## src/rtl/clause_mem_responder_pkg.sv

```systemverilog
// Shared types and helpers for the clause-word responder.
// Lane layout: value bits low, assigned flags high.
package clause_mem_responder_pkg;

  localparam int ADDR_SIZE = 5;
  localparam int DATA_SIZE = 8;
  localparam int LANES     = 4;
  localparam int VAL_LSB   = 0;
  localparam int ASG_LSB   = LANES;

  typedef enum logic [1:0] {
    ST_INIT,
    ST_IDLE,
    ST_RESP
  } state_t;

  function automatic logic [2:0] asg_count(
    input logic [LANES-1:0] asg
  );
    logic [2:0] c;
    c = '0;
    for (int i = 0; i < LANES; i++) begin
      c = c + 3'(asg[i]);
    end
    return c;
  endfunction

endpackage

```

## src/rtl/clause_mem_responder_ram.sv

```systemverilog
// Clause-word array: one write port with clear priority,
// one combinational read port.
module clause_ram #(
  parameter int DEPTH  = 16,
  parameter int DATA_W = 8,
  parameter int AW     = 4
) (
  input  logic              clk,
  input  logic              clr,
  input  logic [AW-1:0]     clr_addr,
  input  logic              we,
  input  logic [AW-1:0]     waddr,
  input  logic [DATA_W-1:0] wdata,
  input  logic [AW-1:0]     raddr,
  output logic [DATA_W-1:0] rdata
);

  logic [DATA_W-1:0] mem [DEPTH];

  always_ff @(posedge clk) begin
    if (clr) begin
      mem[clr_addr] <= '0;
    end else if (we) begin
      mem[waddr] <= wdata;
    end
  end

  assign rdata = mem[raddr];

endmodule

```

## src/rtl/clause_mem_responder.sv

```systemverilog
// Memory-side responder: clears the clause store after reset,
// then serves one read/write per handshake with an assigned count.
module clause_mem_responder #(
  parameter int DEPTH  = 16,
  parameter int DATA_W = clause_mem_responder_pkg::DATA_SIZE,
  parameter int LANES  = clause_mem_responder_pkg::LANES
) (
  input  logic              CLK,
  input  logic              RST,
  input  logic              REQ_VALID,
  output logic              REQ_READY,
  input  logic              REQ_WE,
  input  logic [clause_mem_responder_pkg::ADDR_SIZE-1:0] REQ_ADDR,
  input  logic [DATA_W-1:0] REQ_DATA,
  output logic              RSP_VALID,
  input  logic              RSP_READY,
  output logic [DATA_W-1:0] RSP_DATA,
  output logic              RSP_ERR,
  output logic [2:0]        RSP_ACNT,
  output logic              INIT_BUSY
);

  import clause_mem_responder_pkg::*;

  localparam int IDX_W = (DEPTH > 1) ? $clog2(DEPTH) : 1;

  state_t            state;
  state_t            state_nxt;
  logic [IDX_W-1:0]  init_cnt;
  logic              accept;
  logic              in_range;
  logic              clr;
  logic              ram_we;
  logic [DATA_W-1:0] rd_word;
  logic [DATA_W-1:0] rsp_word;

  assign in_range = 32'(REQ_ADDR) < DEPTH;
  assign accept   = REQ_VALID && REQ_READY;
  assign clr      = (state == ST_INIT);
  assign ram_we   = accept && REQ_WE && in_range;

  assign RSP_VALID = (state == ST_RESP);
  assign INIT_BUSY = (state == ST_INIT);

  clause_ram #(
    .DEPTH  (DEPTH),
    .DATA_W (DATA_W),
    .AW     (IDX_W)
  ) u_ram (
    .clk      (CLK),
    .clr      (clr),
    .clr_addr (init_cnt),
    .we       (ram_we),
    .waddr    (REQ_ADDR[IDX_W-1:0]),
    .wdata    (REQ_DATA),
    .raddr    (REQ_ADDR[IDX_W-1:0]),
    .rdata    (rd_word)
  );

  always_comb begin
    rsp_word = '0;
    if (in_range) begin
      rsp_word = REQ_WE ? REQ_DATA : rd_word;
    end
  end

  always_comb begin
    state_nxt = state;
    REQ_READY = 1'b0;
    unique case (state)
      ST_INIT: begin
        if (init_cnt == IDX_W'(DEPTH - 1)) begin
          state_nxt = ST_IDLE;
        end
      end
      ST_IDLE: begin
        REQ_READY = 1'b1;
        if (REQ_VALID) begin
          state_nxt = ST_RESP;
        end
      end
      ST_RESP: begin
        REQ_READY = RSP_READY;
        if (RSP_READY && !REQ_VALID) begin
          state_nxt = ST_IDLE;
        end
      end
      default: state_nxt = ST_INIT;
    endcase
  end

  always_ff @(posedge CLK or negedge RST) begin
    if (!RST) begin
      state    <= ST_INIT;
      init_cnt <= '0;
      RSP_DATA <= '0;
      RSP_ERR  <= 1'b0;
      RSP_ACNT <= '0;
    end else begin
      state <= state_nxt;
      if (state == ST_INIT) begin
        init_cnt <= init_cnt + 1'b1;
      end
      if (accept) begin
        RSP_DATA <= rsp_word;
        RSP_ERR  <= !in_range;
        RSP_ACNT <= asg_count(rsp_word[LANES +: LANES]);
      end
    end
  end

endmodule

```

## config.mk

```make
export PLATFORM = sky130hd
export DESIGN_NAME = clause_mem_responder
export DESIGN_NICKNAME = d
export VERILOG_FILES = /design/src/rtl/clause_mem_responder_pkg.sv /design/src/rtl/clause_mem_responder_ram.sv /design/src/rtl/clause_mem_responder.sv
export SDC_FILE = /design/constraint.sdc
export NUM_CORES = 1
export LEC_CHECK = 0
export ABC_AREA = 0
export CORE_ASPECT_RATIO = 1.1
export CORE_MARGIN = 4
export CORE_UTILIZATION = 48
export CTS_CLUSTER_SIZE = 25
export DETAILED_ROUTE_END_ITERATION = 6
export GPL_TIMING_DRIVEN = 1
export PLACE_DENSITY = 0.76
export SYNTH_ARGS = -nofsm -noshare
export SYNTH_HDL_FRONTEND = slang
export SYNTH_SLANG_ARGS = --single-unit
```

## constraint.sdc

```tcl
create_clock -name CLK -period 6.2 [get_ports CLK]
set_clock_uncertainty 0.05 [all_clocks]
set_input_delay 1.24 -clock CLK [delete_from_list [all_inputs] [get_ports CLK]]
set_output_delay 1.24 -clock CLK [all_outputs]
set_load 0.02 [all_outputs]
```

==> summary.txt, run 1 <==
Detailed routing
  – Vias: 3636
  – Detailed Routing Iterations Pass 1: 7
  – Initial DRC count: 428
  – Post-route ant nets: 0
  – Post-Route WL: 13600 um
  – Avg WL per Cell: 23.0 um
  – DRC violations left: 0
  – Vias per std cell: 6.16

Yosys
  – Synth Area in Adders: 0.0175
  – Largest family of logic cells by synthesized area: multiplexers
  – Dominant synthesized flop cell: edfxtp_1
  – Post-synthesis sequential area ratio: 0.699
  – Post-synth EDFFs: 128
  – Mapped Nets: 409
  – Area leader, netlist: edfxtp_1
  – Seq cells post-synth: 146
  – Synthesized area per cell: 16.0 sq um
  – Xor-xnor portion of the synthesized cell area: 0.00428
  – Simple-gate share of the synthesized area: 0.0556
  – Cell area after synthesis: 0.00615 sq mm
  – Cell variety after synth: 40
  – Synth warnings: 0
  – Mux cell area share after synthesis: 0.122
  – Post-synth top area share: 0.625
  – Synth Area in Compound Gates: 0.0790
  – Synth area leaders: edfxtp_1, dfrtp_1, mux4_2
  – Synth Instances: 383
  – Async set or reset register ratio after synthesis: 0.123

Pwr
  – Sw Pwr: 0.000835 W
  – Leakage: 2.55 nW
  – Worst vdd ir: 297 uV
  – Sw frac: 0.261
  – Pwr Density: 436 mW/mm^2
  – P_int: 0.00237 W
  – Combinational Power Share: 0.188
  – Tot Pwr: 0.00320 W
  – Clock Power Share: 0.399
  – Seq pwr share: 0.413

Worst setup path
  – CP Data Arrival Time: 4.56 ns
  – Slowest cell delay on critical path: 0.67 ns
  – CP max stage cell: buf_2
  – Flop-to-flop setup slack: 2.77 ns
  – Worst reg2reg startpoint: state[0]$_DFFE_PN0P_
  – CP Capture Type: flip-flop
  – CP cell instances: buf_2 -> buf_4 -> mux2i_1 -> a22oi_1 -> a21oi_1 -> or3_1 -> fa_1 -> inv_1 -> ha_1 -> ha_1 -> mux2_2
  – Required time of the worst setup path: 6.46 ns
  – Worst r2r dst: u_ram.mem[13][2]$_DFFE_PP_
  – R2R cell count: 6
  – Worst setup SP type: input port
  – Most used cell along the critical path: ha_1
  – CP Buf/Inv Count: 3
  – Critical path fanouts, max: 32
  – WS Path Type: input port to flip-flop
  – Delay-heaviest family, CP: buffers and inverters

Global route
  – Gr usage total: 0.196
  – Largest net degree at the start of global routing: 33
  – Met3 Use GR: 0.0477
  – Number of global-route vias before repair: 3698
  – GR peak layer: met2
  – GR Layer Usage met2: 0.322
  – First-pass GRT wire length: 21200 um
  – Initial antenna violation count: 0
  – Met1 usage: 0.251
  – Congestion Overflow GR: 0

Finish
  – Inserted Diodes: 0
  – Layout area overhead: 19.6%
  – Nets@finish: 446
  – Post-Layout Inst Area: 0.00735 sq mm
  – Fin util: 0.584
  – Share of cells above drive strength 1: 0.141

Placement
  – GPL Wtd Cong: 0.948
  – DP Worst Slack: 1.56 ns
  – Placed Instance Area: 0.00660 sq mm
  – Detailed Place HPWL: 8580 um
  – Number of I/O port buffers: 32

Die
  – Site row count: 43
  – Boundary Pins: 33
  – Die Wd: 116 um
  – Starting Density: 0.488
  – Die Height: 127 um
  – CORE AREA: 0.0126 sq mm
  – Die Area: 0.0147 sq mm

CTS
  – Cts hold-fix bufs: 0
  – Cts bufs inserted: 17
  – Clock-pin slew on the worst setup and hold paths: 0.06 ns
  – H-tree lvl count: 4
  – Worst skew pair latency: 0.42 ns
  – Clock sink total: 146
  – Clock root cell: clkbuf_16
  – # Post-CTS Setup Buffers: 0
  – Max Buffers Root-to-Sink: 2
  – Clock tree from TritonCTS: yes
  – # resized after CTS: 0

Timing
  – Post-route setup TNS: 0 ns
  – Fin. Hold Viols: 0
  – Slew HR: 0.258
  – Setup Viol. Count Final: 0
  – Fmax: 0.232 GHz
  – Crit share post-route: 0.694
  – Crit path time final: 4.30 ns
  – RSZ-0062 raised after global routing: no
  – Final setup margin: 1.90 ns
  – Tightest Pin Transition: 1.11 ns
  – Slew Viols, Final: 0

Run
  – Max-Cap Viols: 0

Hold path
  – Min-delay src: RSP_DATA[6]$_DFFE_PN0N_
  – Min-delay worst type: flip-flop to flip-flop
  – Hold Path Sink: RSP_DATA[6]$_DFFE_PN0N_
  – Hold Path Depth: 2

Run status
  – Outcome: complete, no violations
metrics by stage:
stage	hold WS, ns	std cells
after floorplan	0.475	383
after global placement	0.416	558
after detailed placement	0.420	558
after CTS	0.440	590
after global routing	0.481	590
final	0.442	590
worst max-delay path by stage:
stage,startpoint,endpoint,slack [ns],depth (start not counted)
5_1_grt,REQ_ADDR[1],RSP_ACNT[1]$_DFFE_PN0N_,1.71,11
4_1_cts,REQ_ADDR[1],RSP_ACNT[1]$_DFFE_PN0N_,1.94,11
6_report,REQ_ADDR[1],RSP_ACNT[1]$_DFFE_PN0N_,1.90,11
3_5_place_dp,REQ_ADDR[1],RSP_ACNT[1]$_DFFE_PN0N_,1.56,11
2_1_floorplan,REQ_ADDR[1],RSP_ACNT[1]$_DFFE_PN0N_,2.46,11
3_3_place_gp,REQ_ADDR[1],RSP_ACNT[1]$_DFFE_PN0N_,1.64,11
sequential cells by signal, summed over array words and instances, names as in the netlist:
| signal | count |
|---|---|
| state | 2 |
| RSP_DATA | 8 |
| RSP_ACNT | 3 |
| RSP_ERR | 1 |
| init_cnt | 4 |
| u_ram.mem | 128 |
layout by cell type (no fill, tap or decap), types with 10 or more instances in the layout:
cell               n
nor2_1            10
a22oi_1           21
nand2_1           15
clkbuf_16         17
inv_1             12
a21oi_1           26
clkdlybuf4s50_1   31
mux2i_1           33
dfrtp_1           18
edfxtp_1         128
mux4_2            16
logic make-up after synthesis:
kind of cell | after synthesis
flops | 146
compound gates | 74
simple gates | 66
mux | 54
buf+inv | 32
fa+ha+maj | 8
xor+xnor | 3
power groups by stage:
stage                     clock network [W]  registers [W]  logic [W]
after floorplan                           0        0.00135   0.000348
after global placement                    0        0.00133   0.000564
after detailed placement                  0        0.00134   0.000588
after CTS                           0.00128        0.00132   0.000601
after global routing                0.00132        0.00134   0.000652
final                               0.00128        0.00132   0.000602
Yosys cell counts, drive strengths merged, types with 2 or more instances:
cell	n
a21o	5
a211o	4
and2	2
nand3	7
nand2	15
a31oi	6
nand2b	2
inv	12
nor3	6
mux2i	33
o31a	2
xnor2	2
or3	3
mux2	5
o41ai	4
nor2b	6
mux4	16
or4	2
nand4	5
o21ai	4
a21oi	26
clkbuf	8
edfxtp	128
and3	4
nor2	10
dfrtp	18
ha	7
a22oi	21
buf	12
worst register-to-register path, stage by stage (launching register included):
cell     delay (ns)
dfrtp_1        0.41
inv_1          0.12
ha_1           0.24
a21o_1         0.21
nand4_1        0.47
or4_1          0.69
a21oi_1        0.86
layer usage:
layer / up-vias / share of wire
met5: - / 0
met4: 0 / 0.025
met3: 37 / 0.072
met2: 171 / 0.51
met1: 1841 / 0.39
li1: 1587 / -
cell type report:
cell class                      instances  area, sq um
Sequential cell                       146         4290
Clock inverter                         14          305
Clock buffer                           18          439
Timing Repair Buffer                   38          360
Fill cell                             929         5240
Multi-Input combinational cell        205         1710
Tap cell                              157          196
Inverter                               12         45.0
(Power assumes the default switching activity.)
==> run 2: changes to the inputs <==
Settings changed: PLACE_DENSITY 0.76 to 0.79.
Clock period 6.2 ns to 3.95 ns, I/O delays scaled along.
==> summary.txt, run 2 (same netlist as run 1, synthesis figures left out) <==
Finish
  – Commonest cells after routing, fill and taps aside: edfxtp_1, mux2i_1, clkdlybuf4s50_1, buf_4, a21oi_1 (was edfxtp_1, mux2i_1, clkdlybuf4s50_1, a21oi_1, a22oi_1)
  – Most common cell after layout, fill and taps aside: edfxtp_1 (unchanged)
  – Top flop regs: u_ram.mem: 128 flops, RSP_DATA: 8 flops, init_cnt: 4 flops (unchanged)
  – Fin cells: 611 (was 590)
  – Inserted Diodes: 0 (unchanged)
  – Layout area overhead: 19.3% (was 19.6%)
  – Share of cells above drive strength 1: 0.170 (was 0.141)
  – Fillers: 908 (was 929)
  – Biggest register: u_ram.mem (unchanged)
  – Nets@finish: 468 (was 446)
  – Number of flip-flops in the largest register: 128 (unchanged)
  – Post-Layout Inst Area: 0.00733 sq mm (was 0.00735 sq mm)

CTS
  – Clock root cell: clkbuf_16 (unchanged)
  – Worst skew pair latency: 0.41 ns (was 0.42 ns)
  – Clock-pin slew on the worst setup and hold paths: 0.05 ns (was 0.06 ns)
  – # resized after CTS: 0 (unchanged)
  – Cts hold-fix bufs: 0 (unchanged)
  – H-tree lvl count: 4 (unchanged)
  – Clock tree from TritonCTS: yes (unchanged)
  – Cts bufs inserted: 17 (unchanged)
  – # Post-CTS Setup Buffers: 0 (unchanged)
  – Clock sink total: 146 (unchanged)
  – Max Buffers Root-to-Sink: 2 (unchanged)

Global route
  – Largest net degree at the start of global routing: 53 (was 33)
  – Initial antenna violation count: 0 (unchanged)
  – First-pass GRT wire length: 20100 um (was 21200 um)
  – Number of global-route vias before repair: 3670 (was 3698)
  – Congestion Overflow GR: 0 (unchanged)
  – Gr usage total: 0.183 (was 0.196)

Pwr
  – Leakage: 2.57 nW (was 2.55 nW)
  – P_int: 0.00328 W (was 0.00237 W)
  – Seq pwr share: 0.457 (was 0.413)
  – Worst vdd ir: 438 uV (was 297 uV)
  – Sw frac: 0.277 (was 0.261)
  – Pwr Density: 618 mW/mm^2 (was 436 mW/mm^2)
  – Clock Power Share: 0.328 (was 0.399)
  – Sw Pwr: 0.00126 W (was 0.000835 W)
  – Combinational Power Share: 0.215 (was 0.188)

Worst setup path
  – R2R cell count: 7 (was 6)
  – Worst r2r dst: u_ram.mem[12][4]$_DFFE_PP_ (was u_ram.mem[13][2]$_DFFE_PP_)
  – Delay-heaviest family, CP: adder cells (was buffers and inverters)
  – Critical path fanouts, max: 8 (was 32)
  – Slowest cell delay on critical path: 0.54 ns (was 0.67 ns)
  – CP Buf/Inv Count: 2 (was 3)
  – CP Data Arrival Time: 3.60 ns (was 4.56 ns)
  – WS Path Type: input port to flip-flop (unchanged)
  – Levels on crit path: 10 (was 11)
  – Worst Setup EP: RSP_ACNT[1]$_DFFE_PN0N_ (unchanged)
  – Flop-to-flop setup slack: 1.11 ns (was 2.77 ns)
  – Most used cell along the critical path: ha_1 (unchanged)
  – CP cell instances: clkdlybuf4s50_1 -> and2_1 -> a22oi_1 -> a21oi_1 -> or3_1 -> fa_1 -> inv_1 -> ha_1 -> ha_1 -> mux2_2 (was buf_2 -> buf_4 -> mux2i_1 -> a22oi_1 -> a21oi_1 -> or3_1 -> fa_1 -> inv_1 -> ha_1 -> ha_1 -> mux2_2)
  – Required time of the worst setup path: 4.19 ns (was 6.46 ns)
  – Worst setup SP type: input port (unchanged)
  – Worst setup startpoint: REQ_ADDR[0] (was REQ_ADDR[1])
  – CP Capture Type: flip-flop (unchanged)
  – Worst reg2reg startpoint: state[0]$_DFFE_PN0P_ (unchanged)
  – CP max stage cell: fa_1 (was buf_2)

Detailed routing
  – Avg WL per Cell: 21.3 um (was 23.0 um)
  – DRC violations left: 0 (unchanged)
  – Post-Route WL: 13000 um (was 13600 um)
  – Post-route ant nets: 0 (unchanged)
  – Vias per std cell: 6.09 (was 6.16)
  – Vias: 3722 (was 3636)
  – Initial DRC count: 422 (was 428)
  – Detailed Routing Iterations Pass 1: 6 (was 7)

Die
  – Site row count: 43 (unchanged)
  – CORE AREA: 0.0126 sq mm (unchanged)
  – Die Area: 0.0147 sq mm (unchanged)
  – Die Height: 127 um (unchanged)
  – Starting Density: 0.488 (unchanged)
  – Die Wd: 116 um (unchanged)
  – Boundary Pins: 33 (unchanged)

Timing
  – Fin. Hold Viols: 0 (unchanged)
  – Slew HR: 0.464 (was 0.258)
  – Tightest Pin Transition: 0.802 ns (was 1.11 ns)
  – Crit share post-route: 0.850
  – Setup Viol. Count Final: 0 (unchanged)
  – Fmax: 0.298 GHz
  – Final setup margin: 0.592 ns (was 1.90 ns)
  – Slew Viols, Final: 0 (unchanged)
  – RSZ-0062 raised after global routing: no (unchanged)
  – Crit path time final: 3.36 ns
  – Post-route setup TNS: 0 ns (unchanged)

Placement
  – Placed Instance Area: 0.00678 sq mm (was 0.00660 sq mm)
  – Number of I/O port buffers: 32 (unchanged)
  – DP Worst Slack: 0.254 ns (was 1.56 ns)
  – GPL Wtd Cong: 0.923 (was 0.948)
  – Detailed Place HPWL: 8650 um (was 8580 um)
  – Placed Cells: 580 (was 558)

Hold path
  – Min-delay worst type: flip-flop to flip-flop (unchanged)

Run
  – Max-Cap Viols: 0 (unchanged)

Run status
  – Outcome: complete, no violations (unchanged)
run 2: cell types whose count changed in the layout (fill, tap and decap cells not counted), sizes merged:
cell,delta
buf,+22
clkbuf,+2
clkinv,+4
inv,-1
clkinvlp,+1
bufinv,-7
run 2: worst register-to-register path: cells and delay by family, from the launching register on:
family	cells	cell delay (ns)
flip-flops	1	0.40
AND/OR/NAND/NOR	2	0.99
buffers and inverters	2	0.35
AO/OA/AOI/OAI	2	0.53
adder cells (fa/ha/maj)	1	0.23
run 2: layer usage:
layer | share of wire | vias to the layer above | track usage
li1 | - | 1628 | -
met1 | 0.39 | 1845 | 0.243
met2 | 0.50 | 207 | 0.289
met3 | 0.075 | 42 | 0.0377
met4 | 0.037 | 0 | 0.0874
met5 | 0 | - | 0
run 2: worst min path at each step:
stage | cells past startpoint | startpoint | slack [ns] | end
2_1_floorplan | 0 | RST | 0.44 | RSP_ACNT[0]$_DFFE_PN0N_
3_3_place_gp | 2 | RSP_DATA[6]$_DFFE_PN0N_ | 0.42 | RSP_DATA[6]$_DFFE_PN0N_
3_5_place_dp | 2 | RSP_DATA[7]$_DFFE_PN0N_ | 0.42 | RSP_DATA[7]$_DFFE_PN0N_
4_1_cts | 2 | RSP_DATA[6]$_DFFE_PN0N_ | 0.44 | RSP_DATA[6]$_DFFE_PN0N_
5_1_grt | 1 | RSP_DATA[1]$_DFFE_PN0N_ | 0.46 | RSP_DATA[1]$_DFFE_PN0N_
6_report | 2 | RSP_DATA[6]$_DFFE_PN0N_ | 0.44 | RSP_DATA[6]$_DFFE_PN0N_
run 2: power by group through the flow:
stage	Sequential [W]	Combinational (W)	Clock (W)
2_1_floorplan	0.00212	0.000546	0
3_3_place_gp	0.00208	0.000933	0
3_5_place_dp	0.00210	0.000963	0
4_1_cts	0.00207	0.000974	0.00150
5_1_grt	0.00210	0.00105	0.00157
6_report	0.00207	0.000975	0.00149
run 2: per-stage QoR:
stage / util / hold slack, ns / power (W)
after CTS: 0.582 / 0.438 / 0.00455
after global routing: 0.582 / 0.463 / 0.00472
after global placement: 0.539 / 0.416 / 0.00302
after floorplan: - / 0.444 / 0.00267
final: 0.582 / 0.439 / 0.00453
after detailed placement: 0.539 / 0.422 / 0.00306
run 2: area by class of cell:
type | count | area [sq um] | share of cell area
Sequential cell | 146 | 4290 | 0.586
Multi-Input combinational cell | 205 | 1710 | 0.233
Timing Repair Buffer | 60 | 538 | 0.0734
Clock buffer | 20 | 437 | 0.0595
Tap cell | 157 | 196 | 0.0268
Clock inverter | 11 | 115 | 0.0157
Inverter | 12 | 45.0 | 0.00614
